==> src/rtl/uart_tx_buffered.sv <==
// Buffered 8-bit UART transmitter: byte FIFO feeding an 8N1 (optionally even-parity)
// serial framer with a registered, glitch-free line output.
module uart_tx_buffered #(
  parameter int CLKS_PER_BIT = 868,
  parameter int FIFO_DEPTH   = 8,
  parameter bit PARITY_EN    = 1'b0
) (
  input  logic       CLK,
  input  logic       RST,
  input  logic [7:0] wr_data,
  input  logic       wr_en,
  output logic       full,
  output logic       empty,
  output logic       overflow,
  output logic       busy,
  output logic       sig_out
);

  localparam int PTR_W = $clog2(FIFO_DEPTH);
  localparam int CNT_W = (CLKS_PER_BIT > 1) ? $clog2(CLKS_PER_BIT) : 1;
  localparam logic [CNT_W-1:0] BIT_LAST = CNT_W'(CLKS_PER_BIT - 1);
  localparam logic [PTR_W:0]   DEPTH    = (PTR_W + 1)'(FIFO_DEPTH);

  typedef enum logic [2:0] {IDLE, START, DATA, PARITY, STOP} state_e;

  // FIFO
  logic [7:0]       mem_q [FIFO_DEPTH];
  logic [PTR_W-1:0] wr_ptr_q, wr_ptr_d;
  logic [PTR_W-1:0] rd_ptr_q, rd_ptr_d;
  logic [PTR_W:0]   count_q, count_d;
  logic             overflow_q, overflow_d;
  logic             push, pop;
  logic [7:0]       head;

  // Framer
  state_e           state_q, state_d;
  logic [CNT_W-1:0] cnt_q, cnt_d;
  logic [2:0]       bit_idx_q, bit_idx_d;
  logic [7:0]       shift_q, shift_d;
  logic             parity_q, parity_d;
  logic             sig_q, sig_d;
  logic             bit_done;

  assign full     = (count_q == DEPTH);
  assign empty    = (count_q == '0);
  assign overflow = overflow_q;
  assign sig_out  = sig_q;
  assign head     = mem_q[rd_ptr_q];
  assign bit_done = (cnt_q == BIT_LAST);

  // full is taken from the pre-edge count, so a pop on the same edge never frees room for a write
  assign push = wr_en && !full;
  assign pop  = !empty && ((state_q == IDLE) || ((state_q == STOP) && bit_done));

  always_comb begin
    // NOTE: every combinational output gets a default first so no path can infer a latch.
    wr_ptr_d   = wr_ptr_q;
    rd_ptr_d   = rd_ptr_q;
    count_d    = count_q;
    overflow_d = overflow_q | (wr_en & full);
    if (push) wr_ptr_d = wr_ptr_q + PTR_W'(1);
    if (pop)  rd_ptr_d = rd_ptr_q + PTR_W'(1);
    case ({push, pop})
      2'b10:   count_d = count_q + (PTR_W + 1)'(1);
      2'b01:   count_d = count_q - (PTR_W + 1)'(1);
      default: count_d = count_q;
    endcase
  end

  always_ff @(posedge CLK or negedge RST) begin
    // NOTE: state uses non-blocking assignments so every register samples pre-edge values.
    if (!RST) begin
      wr_ptr_q   <= '0;
      rd_ptr_q   <= '0;
      count_q    <= '0;
      overflow_q <= 1'b0;
    end else begin
      wr_ptr_q   <= wr_ptr_d;
      rd_ptr_q   <= rd_ptr_d;
      count_q    <= count_d;
      overflow_q <= overflow_d;
    end
  end

  // NOTE: storage is deliberately not reset; the pointers and count alone decide what is valid.
  always_ff @(posedge CLK) begin
    if (push) mem_q[wr_ptr_q] <= wr_data;
  end

  // FSM: state register
  always_ff @(posedge CLK or negedge RST) begin
    if (!RST) state_q <= IDLE;
    else      state_q <= state_d;
  end

  // FSM: next state
  always_comb begin
    state_d = state_q;
    case (state_q)
      IDLE:    if (!empty) state_d = START;
      START:   if (bit_done) state_d = DATA;
      DATA:    if (bit_done && (bit_idx_q == 3'd7)) state_d = PARITY_EN ? PARITY : STOP;
      PARITY:  if (bit_done) state_d = STOP;
      STOP:    if (bit_done) state_d = empty ? IDLE : START;
      default: state_d = IDLE;
    endcase
  end

  // FSM: outputs; the line value is registered below, so it trails the state by one cycle
  always_comb begin
    sig_d = 1'b1;
    busy  = (state_q != IDLE);
    case (state_q)
      START:   sig_d = 1'b0;
      DATA:    sig_d = shift_q[0];
      PARITY:  sig_d = parity_q;
      default: sig_d = 1'b1;
    endcase
  end

  // Bit timing and data path; the period counter restarts on every transition and bit boundary
  always_comb begin
    cnt_d     = cnt_q + CNT_W'(1);
    bit_idx_d = bit_idx_q;
    shift_d   = shift_q;
    parity_d  = parity_q;
    if ((state_q == IDLE) || (state_d != state_q) || bit_done) cnt_d = '0;
    if (state_q != DATA)  bit_idx_d = '0;
    else if (bit_done)    bit_idx_d = bit_idx_q + 3'd1;
    if (pop) begin
      shift_d  = head;
      parity_d = ^head;
    end else if ((state_q == DATA) && bit_done) begin
      shift_d = {1'b0, shift_q[7:1]};
    end
  end

  always_ff @(posedge CLK or negedge RST) begin
    if (!RST) begin
      cnt_q     <= '0;
      bit_idx_q <= '0;
      shift_q   <= '0;
      parity_q  <= 1'b0;
      sig_q     <= 1'b1;
    end else begin
      cnt_q     <= cnt_d;
      bit_idx_q <= bit_idx_d;
      shift_q   <= shift_d;
      parity_q  <= parity_d;
      sig_q     <= sig_d;
    end
  end

endmodule
==> config.mk <==
export PLATFORM = sky130hd
export DESIGN_NAME = uart_tx_buffered
export DESIGN_NICKNAME = d
export VERILOG_FILES = /design/src/rtl/uart_tx_buffered.sv
export SDC_FILE = /design/constraint.sdc
export NUM_CORES = 1
export LEC_CHECK = 0
export ABC_AREA = 1
export BUFFER_PORTS_ARGS = -buffer_cell sky130_fd_sc_hd__buf_2
export CAP_MARGIN = 20
export CORE_ASPECT_RATIO = 0.7
export CORE_MARGIN = 5
export CORE_UTILIZATION = 40
export DETAILED_ROUTE_END_ITERATION = 16
export GPL_ROUTABILITY_DRIVEN = 0
export SLEW_MARGIN = 0
export SYNTH_ARGS = -nofsm -noshare
export SYNTH_HDL_FRONTEND = slang
export SYNTH_SLANG_ARGS = --single-unit
==> constraint.sdc <==
create_clock -name CLK -period 2.85 [get_ports CLK]
set_input_delay 0.1425 -clock CLK [delete_from_list [all_inputs] [get_ports CLK]]
set_output_delay 0.1425 -clock CLK [all_outputs]
set_load 0.005 [all_outputs]
==> flow_metrics.tcl, run 1 <==
set metrics [dict create \
    outcome "completed" \
    fin_crit_ps 2520 \
    drt-wirelength-per-cell_microns 13.4 \
    clk_pin_slew_ps 70 \
    synth_top_area_frac 0.385 \
    relSlewSlack 0.439 \
    gr-total-overflow 0 \
    p_leak_nw 2.62 \
    p_int_w 0.00258 \
    vias_per_cell 4.68 \
    power_frac_seq 0.514 \
    area_growth_pct 10.9 \
    cts_tree "built" \
    path_cells "ha_1 > nand2_1 > nor2_1 > nand3_2 > nand2_1 > nand2_1 > inv_1 > ha_1 > ha_1 > nand2_1 > nor2_1 > a211oi_2 > nor2_1 > nor2_1 > nand2_1 > xor2_1" \
    cp_common_cell "nand2_1" \
    synth.avg_cell_area_sq_um 9.01 \
    ant_nets 0 \
    ys_ff_latch 101 \
    fp.dieH_microns 103 \
    worstReg2RegEnd "count_q[3]$_DFFE_PN0P_" \
    fp.coreArea_sq_um 12300 \
    cts.path.max_buffers 2 \
    tightestPinTransition_ps 842 \
    remaining_drc_errors 0 \
    fmax_ghz 0.397 \
    drt_pre_antenna_iters 5 \
    initial_core_util 0.404 \
    maxSlewViolCount 0 \
    finalCritPeriodShare 0.884 \
    drtIter0Drc 194 \
    hp-start "wr_en" \
    path_buf_inv 1 \
    via_count 3490 \
    dieArea_sq_um 14800 \
    wl_mm 10.0 \
    fp.dieW_microns 143 \
    finClkSkew_ps 8.93 \
    critPathMaxFanout 5 \
    clk_latency_ps 350 \
    combPwrFrac 0.155 \
    cts_sinks 101 \
    crit_path_start_kind "flop" \
    critPathRequiredTime_ps 3090 \
    endpoint_kind "flop" \
    ys_types 38 \
    p_switching_w 0.00104 \
    netlist_area_sq_um 4990 \
    synth_mux_area_frac 0 \
    pwr-share-clk 0.332 \
    cp_slowest_stage_delay_ps 400 \
    grt_max_degree 38 \
    n_antenna_cell 0 \
    synth.most_common_cell "nand2_1" \
    hold_viol 0 \
    critPathLaunch "cnt_q[0]$_DFF_PN0_" \
    drive_above_1_share 0.103 \
    critPathKind "reg -> reg" \
    cp_slowest_cell "dfrtp_1" \
    grt_setup_unrepaired "no" \
    syn_nets 574 \
    antenna_found_initial 0 \
    synthFlopType "edfxtp_1" \
    switching_share 0.287 \
    hold_path_class "in -> reg" \
    cts_setup_buffers 0 \
    yosys.area_share.simple 0.257 \
    synth_top_family_by_area "simple AND/OR/NAND/NOR gates" \
    synth_fa_ha_area_frac 0.0241 \
    setup_viol 0 \
    crit_arrival_ps 2760 \
    async_reset_ff_frac 0.366 \
    worstSetupEndpoint "count_q[3]$_DFFE_PN0P_" \
    yosys.area.top_type "edfxtp_1" \
    tns_ps 0 \
    grt_pass1_vias 3285 \
    powerDensity_nw_per_um2 654 \
    synth_edf_count 64 \
    ys_top_cells_by_area "edfxtp_1 (39%), dfrtp_1 (18%), nand2_1 (15%)" \
    r2r_slack_ps 330 \
    root_buffer "clkbuf_16" \
    reg2regPathDepth 16 \
    grt_use_total 0.146 \
    seq_area_frac_synth 0.571 \
    hpwlAfterDp_mm 6.81 \
    totalPowerFinal_w 0.00362 \
    grt_pass1_wl_mm 16.5 \
    crit_family "simple AND/OR/NAND/NOR gates" \
    portBuffers 15 \
    htreeDepth 3 \
    irDropWorstVdd_v 0.000292 \
    synth-compound-area-share 0.0341 \
    maxCapViolCount 0 \
    r2r-start "cnt_q[0]$_DFF_PN0_" \
    cts-buffers-inserted 9 \
    row_count 34 \
    synthCells 554 \
    synth_commonest_cells "nand2_1 (197), inv_1 (84), edfxtp_1 (64)" \
    yosys_warnings 0 \
    path_depth 16 \
    io_pins 16 \
    final_nets 599 \
    synth_xor_area_frac 0.0228 \
]
## final cells by class
class,count,area [sq um]
fillers,1212,6800
flip-flops and latches,101,2850
multi-input cells,353,1700
inverters,86,323
clock buffers,9,225
well taps,162,203
repair buffers,28,175
clock inverters,7,65.1
## cells by family (layout without fill, tap and decap cells)
logic type	Yosys count	in the layout
fa+ha+maj	9	9
xor+xnor	13	13
compound gates	25	25
flops	101	101
buf+inv	100	130
simple gates	306	306
## state kept, by name, summed over array words and instances, names as in the netlist
signal,count
parity_q,1
count_q,4
bit_idx_q,3
shift_q,8
cnt_q,10
sig_out,1
state_q,3
overflow,1
wr_ptr_q,3
rd_ptr_q,3
mem_q,64
## worst reg2reg max path: stages (launching register included)
cell      delay (ps)
dfrtp_1          400
ha_1             220
nand2_1           60
nor2_1           140
nand3_2          140
nand2_1           90
nand2_1           70
inv_1            130
ha_1             220
ha_1             290
nand2_1           90
nor2_1            40
a211oi_2         170
nor2_1            60
nor2_1            80
nand2_1           60
xor2_1           140
## worst min path at each step
stage	end	cells past startpoint
after global placement	count_q[0]$_DFFE_PN0P_	1
after detailed placement	count_q[3]$_DFFE_PN0P_	1
after global routing	overflow$_DFF_PN0_	2
after floorplan	bit_idx_q[0]$_DFFE_PN0P_	0
final	overflow$_DFF_PN0_	2
after CTS	overflow$_DFF_PN0_	2
## placed cells by master, fill, tap and decap left out, drive strengths merged, types with 2 or more instances in the layout
cell type / Yosys / layout
a22o: 2 / 2
a22oi: 2 / 2
buf: 14 / 27
clkbuf: 0 / 9
dfrtp: 36 / 36
edfxtp: 64 / 64
ha: 8 / 8
inv: 86 / 91
nand2: 200 / 200
nand3: 52 / 52
nand4: 2 / 2
nor2: 43 / 43
nor3: 5 / 5
nor4: 2 / 2
o211ai: 6 / 6
o21ai: 11 / 11
xnor2: 4 / 4
xor2: 9 / 9
## per-stage QoR
stage               setup WS, ps  std cells  cell area [sq um]  hold WS [ps]  utilization
detailed placement           235        729               5230           299        0.424
floorplan                    337        554               4990          -153            -
finish                       329        746               5540          25.2        0.449
global route                3.83        746               5540          23.6        0.449
global placement             345        729               5230           285        0.424
CTS                          226        746               5530          21.2        0.448
## timing repair
action | in CTS | in global routing
endpoints found under the hold margin | 36 | 0
setup endpoints to repair | 0 | 1
resized for setup | 0 | 2
hold buffers | 1 | 0
## power by group through the flow
stage | combinational [W] | clock (W) | sequential [W]
5_1_grt | 0.000649 | 0.00130 | 0.00188
2_1_floorplan | 0.000365 | 0 | 0.00187
6_report | 0.000560 | 0.00120 | 0.00186
3_5_place_dp | 0.000563 | 0 | 0.00189
4_1_cts | 0.000566 | 0.00123 | 0.00186
3_3_place_gp | 0.000545 | 0 | 0.00188
## metal layers
layer	track usage	vias to the layer above	wire length [microns]
met5	0	-	0
met4	0.0521	0	127
met3	0.0345	11	457
met2	0.224	63	4410
met1	0.205	1611	5010
li1	-	1805	-
No activity file was read; power rests on OpenSTA's default activity.
==> run 2, diff against run 1 <==
CTS_BUF_LIST = sky130_fd_sc_hd__clkbuf_2 sky130_fd_sc_hd__clkbuf_4 sky130_fd_sc_hd__clkbuf_8   (was not set)
PLACE_DENSITY_LB_ADDON = 0.05   (was not set)
==> run 2 against run 1 <==
Sequential share of layout area grew 0.70 points; final cell count increased by 0.13%; first-iteration DRC count increased by 3.1%; cell area shrank 1.3%; sequential cell count is the same; die area did not move; clock skew increased by 2.8 ps; wire length is 5.0% higher; sequential power about the same; count of clock-buffer cells in the layout is the same; global-route usage increased by 0.80 points; critical path depth stayed put; critical path type unchanged.
==> flow_metrics.tcl, run 2 (same netlist as run 1, synthesis figures left out) <==
set metrics [dict create \
    outcome "completed" \
    fp.dieH_microns 103 \
    final_nets 600 \
    row_count 34 \
    cts.path.max_buffers 2 \
    area_growth_pct 9.45 \
    antenna_found_initial 0 \
    critPathMaxFanout 5 \
    finalCritPeriodShare 0.890 \
    fill_cells 1213 \
    grt_pass1_wl_mm 17.2 \
    largest_reg_flops 64 \
    grt_pass1_vias 3233 \
    crit_arrival_ps 2810 \
    gr-total-overflow 0 \
    ant_nets 0 \
    tightestPinTransition_ps 855 \
    dieArea_sq_um 14800 \
    drt-wirelength-per-cell_microns 14.1 \
    endpoint_kind "flop" \
    irDropWorstVdd_v 0.000296 \
    maxSlewViolCount 0 \
    clk_pin_slew_ps 100 \
    hold_path_class "in -> reg" \
    dp.cells 729 \
    final_common_cell "nand2_1" \
    clk_latency_ps 370 \
    grt_use_total 0.154 \
    utilization 0.443 \
    tns_ps 0 \
    largest_register "mem_q" \
    via_count 3454 \
    relSlewSlack 0.430 \
    vias_per_cell 4.62 \
    drtIter0Drc 200 \
    drive_above_1_share 0.103 \
    cts_sinks 101 \
    hpwlAfterDp_mm 6.98 \
    htreeDepth 3 \
    final_cell_mix "nand2_1 (197), inv_1 (84), edfxtp_1 (64)" \
    final_cell_count_no_fill 747 \
    seq_area_sq_um 2850 \
    maxCapViolCount 0 \
    crit_path_start_kind "flop" \
    remaining_drc_errors 0 \
    cts_tree "built" \
    multi_input_area_sq_um 1700 \
    fp.dieW_microns 143 \
    io_pins 16 \
    critPathRequiredTime_ps 3130 \
    drt_pre_antenna_iters 4 \
    portBuffers 15 \
    powerDensity_nw_per_um2 618 \
    root_buffer "clkbuf_8" \
    fmax_ghz 0.394 \
    cts-buffers-inserted 9 \
    setup_viol 0 \
    reg_top3 "mem_q (64), cnt_q (10), shift_q (8)" \
    wl_mm 10.5 \
    p_leak_nw 2.59 \
    n_antenna_cell 0 \
    grt_max_degree 38 \
    fp.coreArea_sq_um 12300 \
    fin_crit_ps 2540 \
    critPathKind "reg -> reg" \
    finClkSkew_ps 11.7 \
    grt_setup_unrepaired "no" \
    initial_core_util 0.404 \
    hold_viol 0 \
]
## run 2: where the power goes
part / switching [W] / internal [W]
registers: 0.0000865 / 0.00177
logic: 0.000379 / 0.000196
clock network: 0.000525 / 0.000418
## run 2: cell type report
class / instances / area share
tap: 162 / 0.0371
clock inverter: 7 / 0.0151
sequential: 101 / 0.522
inverter: 86 / 0.0591
multi-input combinational: 353 / 0.310
clock buffer: 9 / 0.0227
timing repair buffer: 29 / 0.0339
## run 2: worst max-delay path, stage by stage, from the launching register on
cell and delay [ps]:
dfrtp_1 390, ha_1 230, nand2_1 70, nor2_1 130
nand3_2 140, nand2_1 100, nand2_1 70, inv_1 120
ha_1 210, ha_1 290, nand2_1 90, nor2_1 50
a211oi_2 190, nor2_1 60, nor2_1 90, nand2_1 70
xor2_1 130
## run 2: metal layers
metal  GRT usage  vias up  routed length, microns
li1            -     1807                       -
met1       0.228     1589                    5490
met2       0.231       49                    4480
met5           0        -                       0
met3      0.0363        9                     445
met4      0.0369        0                      91
## run 2: through the flow
step	hold WS (ps)	power (W)	cell area, sq um	setup slack [ps]
after CTS	17.3	0.00341	5450	257
after global placement	302	0.00245	5230	310
after floorplan	-153	0.00224	4990	337
final	37.2	0.00337	5460	312
after global routing	24.0	0.00359	5460	17.2
after detailed placement	306	0.00246	5230	265
## run 2: timing repair
action                                 4_1_cts  5_1_grt
endpoints found under the hold margin       37        0
hold buffers                                 2        0
setup endpoints to repair                    0        1
buffers inserted                             0        0
gates resized for setup                      0        2
## run 2: path summary, 6_finish.rpt
check / start / endpoint / slack, ps / depth (start not counted)
max in group asynchronous: RST / cnt_q[9]$_DFF_PN0_ / 1900 / 2
min in group asynchronous: RST / overflow$_DFF_PN0_ / 400 / 2
worst min register to register: overflow$_DFF_PN0_ / overflow$_DFF_PN0_ / 470 / 1
worst max-delay path: cnt_q[0]$_DFF_PN0_ / count_q[3]$_DFFE_PN0P_ / 310 / 16
worst max register to register: cnt_q[0]$_DFF_PN0_ / count_q[3]$_DFFE_PN0P_ / 310 / 16
worst min-delay path: wr_data[5] / mem_q[5][5]$_DFFE_PP_ / 40 / 1
==> run 3, diff against run 2 <==
==> constraint.sdc (replaced) <==
create_clock -name CLK -period 2.25 [get_ports CLK]
set_input_delay 0.1125 -clock CLK [delete_from_list [all_inputs] [get_ports CLK]]
set_output_delay 0.1125 -clock CLK [all_outputs]
set_load 0.05 [all_outputs]
==> run 3 against run 2 <==
Wire length increased by 1.5%; hold slack got worse by 24 ps; sequential cell count unchanged; critical path type unchanged; largest cell class unchanged; setup slack got worse by 310 ps; utilization up 2.0 points; highest routed layer unchanged; combinational power up 66%; fmax is 13% higher; via count rose by 2.1%.
==> flow_metrics.tcl, run 3 (same netlist as run 1, synthesis figures left out) <==
set metrics [dict create \
    outcome "completed" \
    fp.dieH_microns 103 \
    largest_reg_flops 64 \
    pwr-share-clk 0.252 \
    gr-total-overflow 0 \
    fin_crit_ps 2250 \
    power_frac_seq 0.534 \
    grt_pass1_wl_mm 17.6 \
    setup_viol 0 \
    final_common_cell "nand2_1" \
    powerDensity_nw_per_um2 781 \
    vias_per_cell 4.60 \
    tns_ps 0 \
    r2r-start "cnt_q[1]$_DFF_PN0_" \
    remaining_drc_errors 0 \
    reg2regPathDepth 16 \
    p_leak_nw 2.68 \
    antenna_found_initial 0 \
    cts_sinks 101 \
    fp.dieW_microns 143 \
    dpl_cell_area_sq_um 5380 \
    worstReg2RegEnd "count_q[3]$_DFFE_PN0P_" \
    grt_max_degree 38 \
    path_cells "ha_2 > nand2_2 > nor2_4 > nand3_2 > nand2_2 > nand2_4 > inv_4 > ha_4 > ha_4 > nand2_2 > nor2_2 > a211oi_2 > nor2_1 > nor2_1 > nand2_1 > xor2_1" \
    portBuffers 15 \
    via_count 3525 \
    cp_slowest_stage_delay_ps 370 \
    drtIter0Drc 223 \
    clk_latency_ps 370 \
    utilization 0.463 \
    row_count 34 \
    combPwrFrac 0.214 \
    finalCritPeriodShare 0.998 \
    critPathKind "reg -> reg" \
    irDropWorstVdd_v 0.000513 \
    dieArea_sq_um 14800 \
    tightestPinTransition_ps 855 \
    switching_share 0.301 \
    largest_register "mem_q" \
    drive_above_1_share 0.160 \
    hold_viol 0 \
    fill_cells 1235 \
    cts_tree "built" \
    reg_top3 "mem_q (64), cnt_q (10), shift_q (8)" \
    cts.path.max_buffers 2 \
    grt_pass1_vias 3367 \
    fp.coreArea_sq_um 12300 \
    io_pins 16 \
    endpoint_kind "flop" \
    p_int_w 0.00311 \
    hold_path_class "in -> reg" \
    critPathMaxFanout 3 \
    whs_path_depth 1 \
    critPathRequiredTime_ps 2510 \
    p_switching_w 0.00134 \
    clk_pin_slew_ps 90 \
    grt_use_total 0.156 \
    grt_setup_unrepaired "yes" \
    drt_pre_antenna_iters 4 \
    holdPathEnd "mem_q[3][1]$_DFFE_PP_" \
    hpwlAfterDp_mm 7.38 \
    final_nets 620 \
    cp_common_cell "nand2_2" \
    cp_slowest_cell "dfrtp_1" \
    root_buffer "clkbuf_8" \
    relSlewSlack 0.430 \
    hp-start "wr_data[1]" \
    fmax_ghz 0.445 \
    maxCapViolCount 0 \
    crit_path_start_kind "flop" \
    critPathLaunch "cnt_q[1]$_DFF_PN0_" \
    maxSlewViolCount 0 \
    wl_mm 10.7 \
    cts-buffers-inserted 9 \
    n_antenna_cell 0 \
    final_cell_mix "nand2_1 (193), inv_1 (80), edfxtp_1 (64)" \
    drt-wirelength-per-cell_microns 13.9 \
    crit_arrival_ps 2500 \
    finalInstanceArea_sq_um 5710 \
    finClkSkew_ps 11.2 \
    r2r_slack_ps 5 \
    area_growth_pct 14.4 \
    initial_core_util 0.404 \
    htreeDepth 3 \
    ant_nets 0 \
]
run 3: changes by cell type in the layout (fill, tap and decap cells not counted), sizes merged:
cell,change
buf,+20
clkinvlp,-1
clkinv,+2
inv,-2
clkbuf,+1
run 3: worst max-delay path by stage:
stage / end / cells after the start / slack, ps
2_1_floorplan: count_q[3]$_DFFE_PN0P_ / 14 / -370
3_3_place_gp: count_q[3]$_DFFE_PN0P_ / 16 / 50
3_5_place_dp: count_q[3]$_DFFE_PN0P_ / 16 / -10
4_1_cts: count_q[3]$_DFFE_PN0P_ / 16 / 10
5_1_grt: count_q[3]$_DFFE_PN0P_ / 16 / -90
6_report: count_q[3]$_DFFE_PN0P_ / 16 / 5
run 3: area by class of cell:
class / instances / area, sq um / share of cell area
timing repair buffer: 49 / 348 / 0.0609
inverter: 86 / 325 / 0.0570
tap: 162 / 203 / 0.0355
clock inverter: 6 / 53.8 / 0.00943
sequential: 101 / 2850 / 0.500
clock buffer: 10 / 131 / 0.0230
multi-input combinational: 353 / 1790 / 0.314
run 3: through the flow:
stage          setup slack [ps]  hold slack [ps]  total power [W]  cells
6_report                   4.81             13.4          0.00446    767
2_1_floorplan              -370             -183          0.00299    554
5_1_grt                   -93.2             7.74          0.00471    767
4_1_cts                    11.1             2.18          0.00442    758
3_3_place_gp               52.8              279          0.00328    740
3_5_place_dp              -12.6              280          0.00329    740
run 3: power groups by stage:
| stage | clock [W] | combinational, W | sequential, W |
|---|---|---|---|
| after floorplan | 0 | 0.000555 | 0.00243 |
| after global placement | 0 | 0.000855 | 0.00242 |
| after detailed placement | 0 | 0.000865 | 0.00243 |
| after CTS | 0.00116 | 0.000872 | 0.00239 |
| after global routing | 0.00123 | 0.00107 | 0.00241 |
| final | 0.00112 | 0.000952 | 0.00238 |
run 3: worst max-delay path: cells and delay by family, from the launching register on:
family	cells	cell delay (ps)
and+or+nand+nor	10	770
adders and majority gates	3	550
xor gates and xnor gates	1	140
AOI/OAI and AO/OA	1	220
buffers and inverters	1	60
DFF	1	370
run 3: per-layer routing:
metal / up-vias / routed length, microns / global-route usage
met3: 9 / 410 / 0.0358
met4: 0 / 81 / 0.0369
li1: 1845 / - / -
met1: 1611 / 5850 / 0.240
met5: - / 0 / 0
met2: 60 / 4310 / 0.221
run 3: timing repair:
action	in CTS	in global routing
cloned	0	0
hold endpoints to repair	37	0
hold buffers	2	0
resized for setup	2	12
pin swaps	0	10
endpoints found under the setup margin	1	1
buffers inserted	0	9
